### src/rtl/counter_sequencer.sv
// Run controller for a free-running up-counter: start/run/hold/stop with terminal tick.
// Optional prescaler enabled by defining COUNTER_SEQUENCER_PRESCALE_EN.
module counter_sequencer #(
  parameter int WIDTH = 8
) (
  input  logic             clock,
  input  logic             reset_n,
  input  logic             start,
  input  logic             stop,
  input  logic             hold,
  input  logic             periodic,
  input  logic [WIDTH-1:0] period,
`ifdef COUNTER_SEQUENCER_PRESCALE_EN
  input  logic [7:0]       prescale,
`endif
  output logic [WIDTH-1:0] count,
  output logic             busy,
  output logic             tick,
  output logic             done
);

  typedef enum logic {
    IDLE = 1'b0,
    RUN  = 1'b1
  } state_t;

  localparam logic [WIDTH-1:0] ONE = WIDTH'(1);

  state_t           state_q, state_d;
  logic [WIDTH-1:0] cnt_q, cnt_d;
  logic [WIDTH-1:0] per_q, per_d;
  logic             mode_q, mode_d;
  logic             tick_q, tick_d;
  logic             done_q, done_d;
  logic             busy_q;
  logic             accept;
  logic             adv;

  assign accept = start && !stop && (period != '0);

`ifdef COUNTER_SEQUENCER_PRESCALE_EN
  logic [7:0] ps_lim_q, ps_lim_d;
  logic [7:0] ps_cnt_q, ps_cnt_d;

  assign adv = (ps_cnt_q == ps_lim_q);

  always_comb begin
    ps_lim_d = ps_lim_q;
    ps_cnt_d = ps_cnt_q;
    unique case (state_q)
      IDLE: begin
        if (accept) begin
          ps_lim_d = prescale;
          ps_cnt_d = '0;
        end
      end
      RUN: begin
        if (stop) begin
          ps_cnt_d = '0;
        end else if (!hold) begin
          ps_cnt_d = adv ? 8'd0 : ps_cnt_q + 8'd1;
        end
      end
    endcase
  end

  always_ff @(posedge clock or negedge reset_n) begin
    if (!reset_n) begin
      ps_lim_q <= '0;
      ps_cnt_q <= '0;
    end else begin
      ps_lim_q <= ps_lim_d;
      ps_cnt_q <= ps_cnt_d;
    end
  end
`else
  assign adv = 1'b1;
`endif

  always_comb begin
    state_d = state_q;
    cnt_d   = cnt_q;
    per_d   = per_q;
    mode_d  = mode_q;
    tick_d  = 1'b0;
    done_d  = done_q;
    unique case (state_q)
      IDLE: begin
        if (accept) begin
          per_d   = period;
          mode_d  = periodic;
          cnt_d   = '0;
          done_d  = 1'b0;
          state_d = RUN;
        end
      end
      RUN: begin
        // stop beats hold, which beats terminal count
        if (stop) begin
          state_d = IDLE;
          cnt_d   = '0;
        end else if (hold || !adv) begin
          cnt_d = cnt_q;
        end else if (cnt_q == per_q - ONE) begin
          tick_d = 1'b1;
          cnt_d  = '0;
          if (!mode_q) begin
            state_d = IDLE;
            done_d  = 1'b1;
          end
        end else begin
          cnt_d = cnt_q + ONE;
        end
      end
    endcase
  end

  always_ff @(posedge clock or negedge reset_n) begin
    if (!reset_n) begin
      state_q <= IDLE;
      cnt_q   <= '0;
      per_q   <= '0;
      mode_q  <= 1'b0;
      tick_q  <= 1'b0;
      done_q  <= 1'b0;
      busy_q  <= 1'b0;
    end else begin
      state_q <= state_d;
      cnt_q   <= cnt_d;
      per_q   <= per_d;
      mode_q  <= mode_d;
      tick_q  <= tick_d;
      done_q  <= done_d;
      busy_q  <= (state_d == RUN);
    end
  end

  assign count = cnt_q;
  assign busy  = busy_q;
  assign tick  = tick_q;
  assign done  = done_q;

endmodule

### config.mk
export PLATFORM = sky130hd
export DESIGN_NAME = counter_sequencer
export DESIGN_NICKNAME = d
export VERILOG_FILES = /design/src/rtl/counter_sequencer.sv
export SDC_FILE = /design/constraint.sdc
export NUM_CORES = 1
export LEC_CHECK = 0
export BUFFER_PORTS_ARGS = -buffer_cell sky130_fd_sc_hd__buf_4
export CAP_MARGIN = 15
export CORE_MARGIN = 2
export CORE_UTILIZATION = 25
export CTS_CLUSTER_DIAMETER = 150
export DETAILED_ROUTE_END_ITERATION = 16
export GPL_TIMING_DRIVEN = 0
export PLACE_DENSITY = 0.47
export SYNTH_ARGS = -nofsm -noshare
export SYNTH_HDL_FRONTEND = slang
export SYNTH_SLANG_ARGS = --single-unit
### constraint.sdc
create_clock -name clock -period 4 [get_ports clock]
set_clock_uncertainty 0.1 [all_clocks]
set_input_delay 0.2 -clock clock [delete_from_list [all_inputs] [get_ports clock]]
set_output_delay 0.2 -clock clock [all_outputs]
set_load 0.03 [all_outputs]
==> metrics.txt, run 1 <==
setup tns final=0 ps; Worst EP arrival=2460 ps; core area=approximately 0.0047 mm^2; root buf cell=clkbuf_8; DR pass1 iterations=4; Crit. End Element=flop; Syn Inst Count=124; gpl congestion=0.795; Seq/Total Area, Yosys=41.1%; vias in the first global route=approximately 1100; Ant. Diodes=0; final core occ=33.1%; clk slew on worst S/H paths=roughly 80 ps; PortBufs=24; Setup CP Type=flop to flop; Post-synth EDFFs=0; most common cell after layout, fill and taps aside=buf_4; reg2reg path depth=9; final hold violations=0; CP delay by family, top=compound AO/OA/AOI/OAI gates; Hold Crit Class=input port to flop; Clock Latency Late Sink=~260 ps; synth unique cells=43; Initial Utilization=25.8%; total power=approximately 0.61 mW; Slew HR=about three fifths; Tmin final=roughly 2400 ps; initial antenna violation count=0; vias post-DR=1070; Worst Tran Pin Value=between 600 and 700 ps; Stages on worst setup path=9; max-cap viol count=0; post-cts sizing count=0; Slew Viols, Final=0; gr usage total=12.2%; RSZ-0062 raised after global routing=false; highest clock rate=just over 400 MHz; wire per inst=between 10 and 15 um; top_reg_cell synth=dfrtp_1; routed wire length=3.11 mm; Seq cells post-synth=20; CP required=4040 ps; Filler cells=492; Synth Net Count=140; CTS max path bufs=2; DIE AREA=0.00544 mm^2; final number of setup-violating endpoints=0; post-route ant nets=0; layout cell share with drive strength beyond 1=29.4%; grt ovf=0; cell area after synthesis=around 0.0012 mm^2; Die H=73.8 um; die width=73.8 um; Crit-path slowest cell=dfrtp_1; Ports=25; largest net degree at the start of global routing=21; crit-path cells=inv_1, ha_1, or3b_4, nor4_2, o2111ai_1, a311o_1, buf_6, a31oi_1, o22ai_1; first-pass GRT wire length=5.09 mm; register-to-register setup slack=1580 ps; Cell Pwr Density=389 mW/mm^2; Largest stage delay, worst path=around 460 ps; Post-Syn Area per Cell=9.82 um^2; hold depth=2; startpoint types=flop; CTS tree=built; Buffers & Inverters on Critical Path=2; synthesis-to-layout area growth=28.4%; vias per inst=4.86; CTS Buf Count=3; Max Fanout on Critical Path=9; Period Utilization, post-route=60.5%; worst vdd ir=0.120 mV; dpl hpwl=2.41 mm; CTS H-Tree Depth=1; asr flop ratio synth=100%; DRT iter0 DRCs=49; number of clock sinks=20; Leak=approximately 0.63 nW; DRC viols=0; Rows=25; nets=170; commonest cells after routing, fill and taps aside=buf_4, dfrtp_1, inv_1, nand2_1, o21ai_0; status=finished clean; synth warn=0
## final timing paths
check | start | end
setup / recovery | per_q[0]$_DFFE_PN0P_ | count[5]$_DFFE_PN0P_
hold / removal | hold | tick$_DFF_PN0_
setup reg to reg | per_q[0]$_DFFE_PN0P_ | count[5]$_DFFE_PN0P_
hold reg to reg | done$_DFFE_PN0P_ | done$_DFFE_PN0P_
max in group asynchronous | reset_n | per_q[2]$_DFFE_PN0P_
min in group asynchronous | reset_n | count[2]$_DFFE_PN0P_
## layout make-up
class / count / area, um^2 / area share, %
well taps: 67 / 83.8 / 5.36
plain buffers: 4 / 23.8 / 1.52
repair buffers: 25 / 190 / 12.2
multi-input cells: 89 / 652 / 41.7
flip-flops and latches: 20 / 500 / 32.0
clock inverters: 1 / 30.0 / 1.92
inverters: 11 / 41.3 / 2.64
clock buffers: 3 / 41.3 / 2.64
## logic make-up (layout without fill, tap and decap cells)
family | count (synthesis) | after routing | share of synthesized area, %
simple gates | 44 | 44 | 22.2
compound gates | 30 | 30 | 18.8
flops | 20 | 20 | 41.1
buf+inv | 15 | 44 | 5.34
xor+xnor | 7 | 7 | 5.04
mux | 6 | 6 | 5.45
fa+ha+maj | 2 | 2 | 2.06
## where the power goes
group | internal (mW) | switching (mW) | total (mW)
clock network | 0.134 | 0.0707 | 0.204
registers | 0.225 | 0.0353 | 0.260
logic | 0.0693 | 0.0747 | 0.144
## through the flow
stage | std cells | setup WS, ps | instance area [um^2] | hold slack (ps)
2_1_floorplan | 124 | 1790 | 1220 | -196
3_3_place_gp | 215 | 1620 | 1480 | 0.669
3_5_place_dp | 215 | 1580 | 1480 | 4.66
4_1_cts | 220 | 1560 | 1560 | 21.3
5_1_grt | 220 | 1420 | 1560 | 25.6
6_report | 220 | 1580 | 1560 | 27.2
## flip-flops by register name, indices dropped and copies added, names as in the netlist
register,count
busy,1
count,8
done,1
mode_q,1
per_q,8
tick,1
## worst reg2reg max path: stages (launching register included)
cell and delay [ps]:
dfrtp_1 460, inv_1 110, ha_1 190, or3b_4 400
nor4_2 140, o2111ai_1 130, a311o_1 340, buf_6 150
a31oi_1 180, o22ai_1 100
## routing by layer
metal  global-route usage, %  vias up  part of all wire, %
met1                    15.9      523                   47
met5                       0        -                    0
met4                    4.44        0                  1.8
met2                    20.0       31                   47
li1                        -      509                    -
met3                    2.06        7                  4.3
## Yosys cell counts, types with 2 or more instances
cell,number,area (um^2)
nor2_1,2,7.51
a31oi_1,4,25.0
nand3_1,4,20.0
or2_2,2,12.5
a21oi_1,2,10.0
nor3_1,6,30.0
ha_1,2,25.0
mux2_2,5,56.3
clkbuf_1,2,7.51
a21o_1,2,15.0
nand2b_1,4,25.0
nand2_1,11,41.3
nand4_1,2,12.5
inv_1,11,41.3
or3_1,3,18.8
nor4_1,3,18.8
xor2_1,4,35.0
xnor2_1,3,26.3
o22ai_1,2,12.5
o21ai_0,8,40.0
dfrtp_1,20,500
## timing repair
item	4_1_cts	5_1_grt
setup buffers	0	0
endpoints found under the setup margin	0	0
hold buffers	1	0
endpoints found under the hold margin	20	0
Note: power is estimated with default switching activity, not from simulation.
==> run 2: changes to the inputs <==
- ABC_AREA: default -> 1
- PLACE_DENSITY: 0.47 -> 0.48
- clock period: 4 -> 2.1 ns (I/O delays scaled with it)
==> metrics.txt, run 2 <==
Post-Syn Area per Cell=7.49 um^2; core area=0.00479 mm^2; Clock Latency Late Sink=260 ps; setup tns final=0 ps; Seq cells post-synth=20; reg2reg path depth=13; Crit Reg-Reg Startpoint=per_q[1]$_DFFE_PN0P_; CTS tree=built; DIE AREA=~0.0056 mm^2; Worst EP arrival=1870 ps; vias post-DR=1169; Cells after DPL=about 260; Hold Crit Class=input port to flop; asr flop ratio synth=100%; CTS Buf Count=3; share of the synthesized area in the top cell type=39.8%; Post-synth EDFFs=0; startpoint types=flop; wire per inst=11.0 um; Rows=25; post-CTS setup buffer count=0; root buf cell=clkbuf_8; Die H=75.0 um; RR Endpoint=count[4]$_DFFE_PN0P_; Setup CP Type=flop to flop; Max Fanout on Critical Path=6; PortBufs=24; worst vdd ir=0.500 mV; routed wire length=3.01 mm; Seq/Total Area, Yosys=39.8%; DR pass1 iterations=4; Layout Cells excl Fill=273; gpl congestion=about 0.84; Synth Net Count=184; Leak=0.810 nW; synth unique cells=25; adder-cell share of the synthesized area=~2.0%; XOR/XNOR Fraction of Synth Area=6.26%; Syn Inst Count=around 170; commonest cells after routing, fill and taps aside=nand2_1, buf_4, dfrtp_1; Initial Utilization=26.3%; synth warn=0; Crit. End Element=flop; initial antenna violation count=0; highest clock rate=548 MHz; first-pass GRT wire length=around 5.3 mm; Cell Pwr Density=approximately 640 mW/mm^2; post-route ant nets=0; CTS max path bufs=2; Worst Tran Pin Value=407 ps; max-cap viol count=0; dominant cell type by area after synthesis=dfrtp_1; Synth Area in Compound Gates=9.64%; total power=1.08 mW; layout cell share with drive strength beyond 1=between 20% and 30%; nets=224; vias per inst=4.28; register-to-register setup slack=270 ps; top_reg_cell synth=dfrtp_1; Hold Path Origin=stop; Slew Viols, Final=0; Tmin final=1830 ps; Synth Area in Simple Gates=34.8%; Ant. Diodes=0; synthesis-to-layout area growth=34.2%; final number of setup-violating endpoints=0; Slew HR=72.8%; synth top area cells=dfrtp_1, nand2_1, inv_1; cell area after synthesis=0.00126 mm^2; synth cell count leaders=nand2_1, dfrtp_1, inv_1; clk slew on worst S/H paths=approximately 70 ps; count leader, synth=nand2_1; WHS Endpoint=done$_DFFE_PN0P_; hold depth=4; final hold violations=0; largest family of logic cells by synthesized area=simple AND/OR/NAND/NOR gates; most common cell after layout, fill and taps aside=nand2_1; CP required=2140 ps; largest net degree at the start of global routing=21; DRT iter0 DRCs=80; die width=75.0 um; grt ovf=0; Period Utilization, post-route=87.0%; Ports=25; dpl hpwl=around 2.3 mm; gr usage total=12.5%; vias in the first global route=roughly 1100; post-synthesis mux area share=0%; RSZ-0062 raised after global routing=false; number of clock sinks=20; DRC viols=0; status=finished clean; CTS H-Tree Depth=1
-- run 2: cell types whose count changed after synthesis, sizes merged, moves of 5 or more --
cell	before	now
a21oi	2	7
inv	11	21
mux2	5	0
nand2	12	55
nand3	4	13
nor2	2	17
nor3	7	2
nor4	5	0
-- run 2: per-layer routing --
| metal | track usage, % | up-vias | part of all wire (%) |
|---|---|---|---|
| met4 | 1.79 | 0 | 0.73 |
| met2 | 19.6 | 24 | 46 |
| met3 | 3.35 | 2 | 4.2 |
| met1 | 17.7 | 529 | 49 |
| met5 | 0 | - | 0 |
| li1 | - | 614 | - |
-- run 2: cells by family after synthesis --
family | Yosys count
compound gates | 19
buf+inv | 23
fa+ha+maj | 2
xor+xnor | 9
flops | 20
simple gates | 95
-- run 2: area by class of cell --
class                           count  area (um^2)
Buffer                              2         16.3
Clock buffer                        3         41.3
Fill cell                         507         3100
Inverter                           21         78.8
Multi-Input combinational cell    125          678
Sequential cell                    20          500
Tap cell                           67         83.8
Timing Repair Buffer               35          290
-- run 2: power by group --
group	internal [mW]	switching [mW]	total [mW]
Sequential	0.426	0.0424	0.469
Clock	0.128	0.125	0.253
Combinational	0.146	0.215	0.361
Total	0.701	0.383	1.08
-- run 2: how the worst max path moves through the flow --
stage,from,end,slack [ps],cells after the start
after floorplan,per_q[0]$_DFFE_PN0P_,count[5]$_DFFE_PN0P_,400,11
after global routing,per_q[1]$_DFFE_PN0P_,count[6]$_DFFE_PN0P_,30,13
after global placement,per_q[0]$_DFFE_PN0P_,count[3]$_DFFE_PN0P_,140,11
after CTS,per_q[0]$_DFFE_PN0P_,count[4]$_DFFE_PN0P_,100,11
final,per_q[1]$_DFFE_PN0P_,count[4]$_DFFE_PN0P_,270,13
after detailed placement,per_q[0]$_DFFE_PN0P_,count[6]$_DFFE_PN0P_,110,11
-- run 2: timing repair --
item	4_1_cts	5_1_grt
hold endpoints to repair	30	0
resized for setup	0	3
setup endpoints to repair	0	10
hold buffers	11	0
-- run 2: critical path: stages, from the launching register on --
cell and delay, ps:
dfrtp_1 380, inv_1 90, ha_4 270, inv_1 30, nand2_1 50, nand2_1 40, nor2_1 80, nand2_1 50
nor2_1 80, nand2_1 70, nor2_2 150, nand2_2 130, nand2_4 120, a21oi_1 70
-- run 2: stage by stage --
step           util (%)  instance area [um^2]  hold slack, ps  worst slack (ps)
6_report           35.3                  1690             106               274
5_1_grt            35.3                  1690             128              30.1
4_1_cts            35.0                  1670            94.3              99.0
3_5_place_dp       31.8                  1520           -96.7               111
3_3_place_gp       31.8                  1520           -95.5               136
2_1_floorplan         -                  1260            -291               404
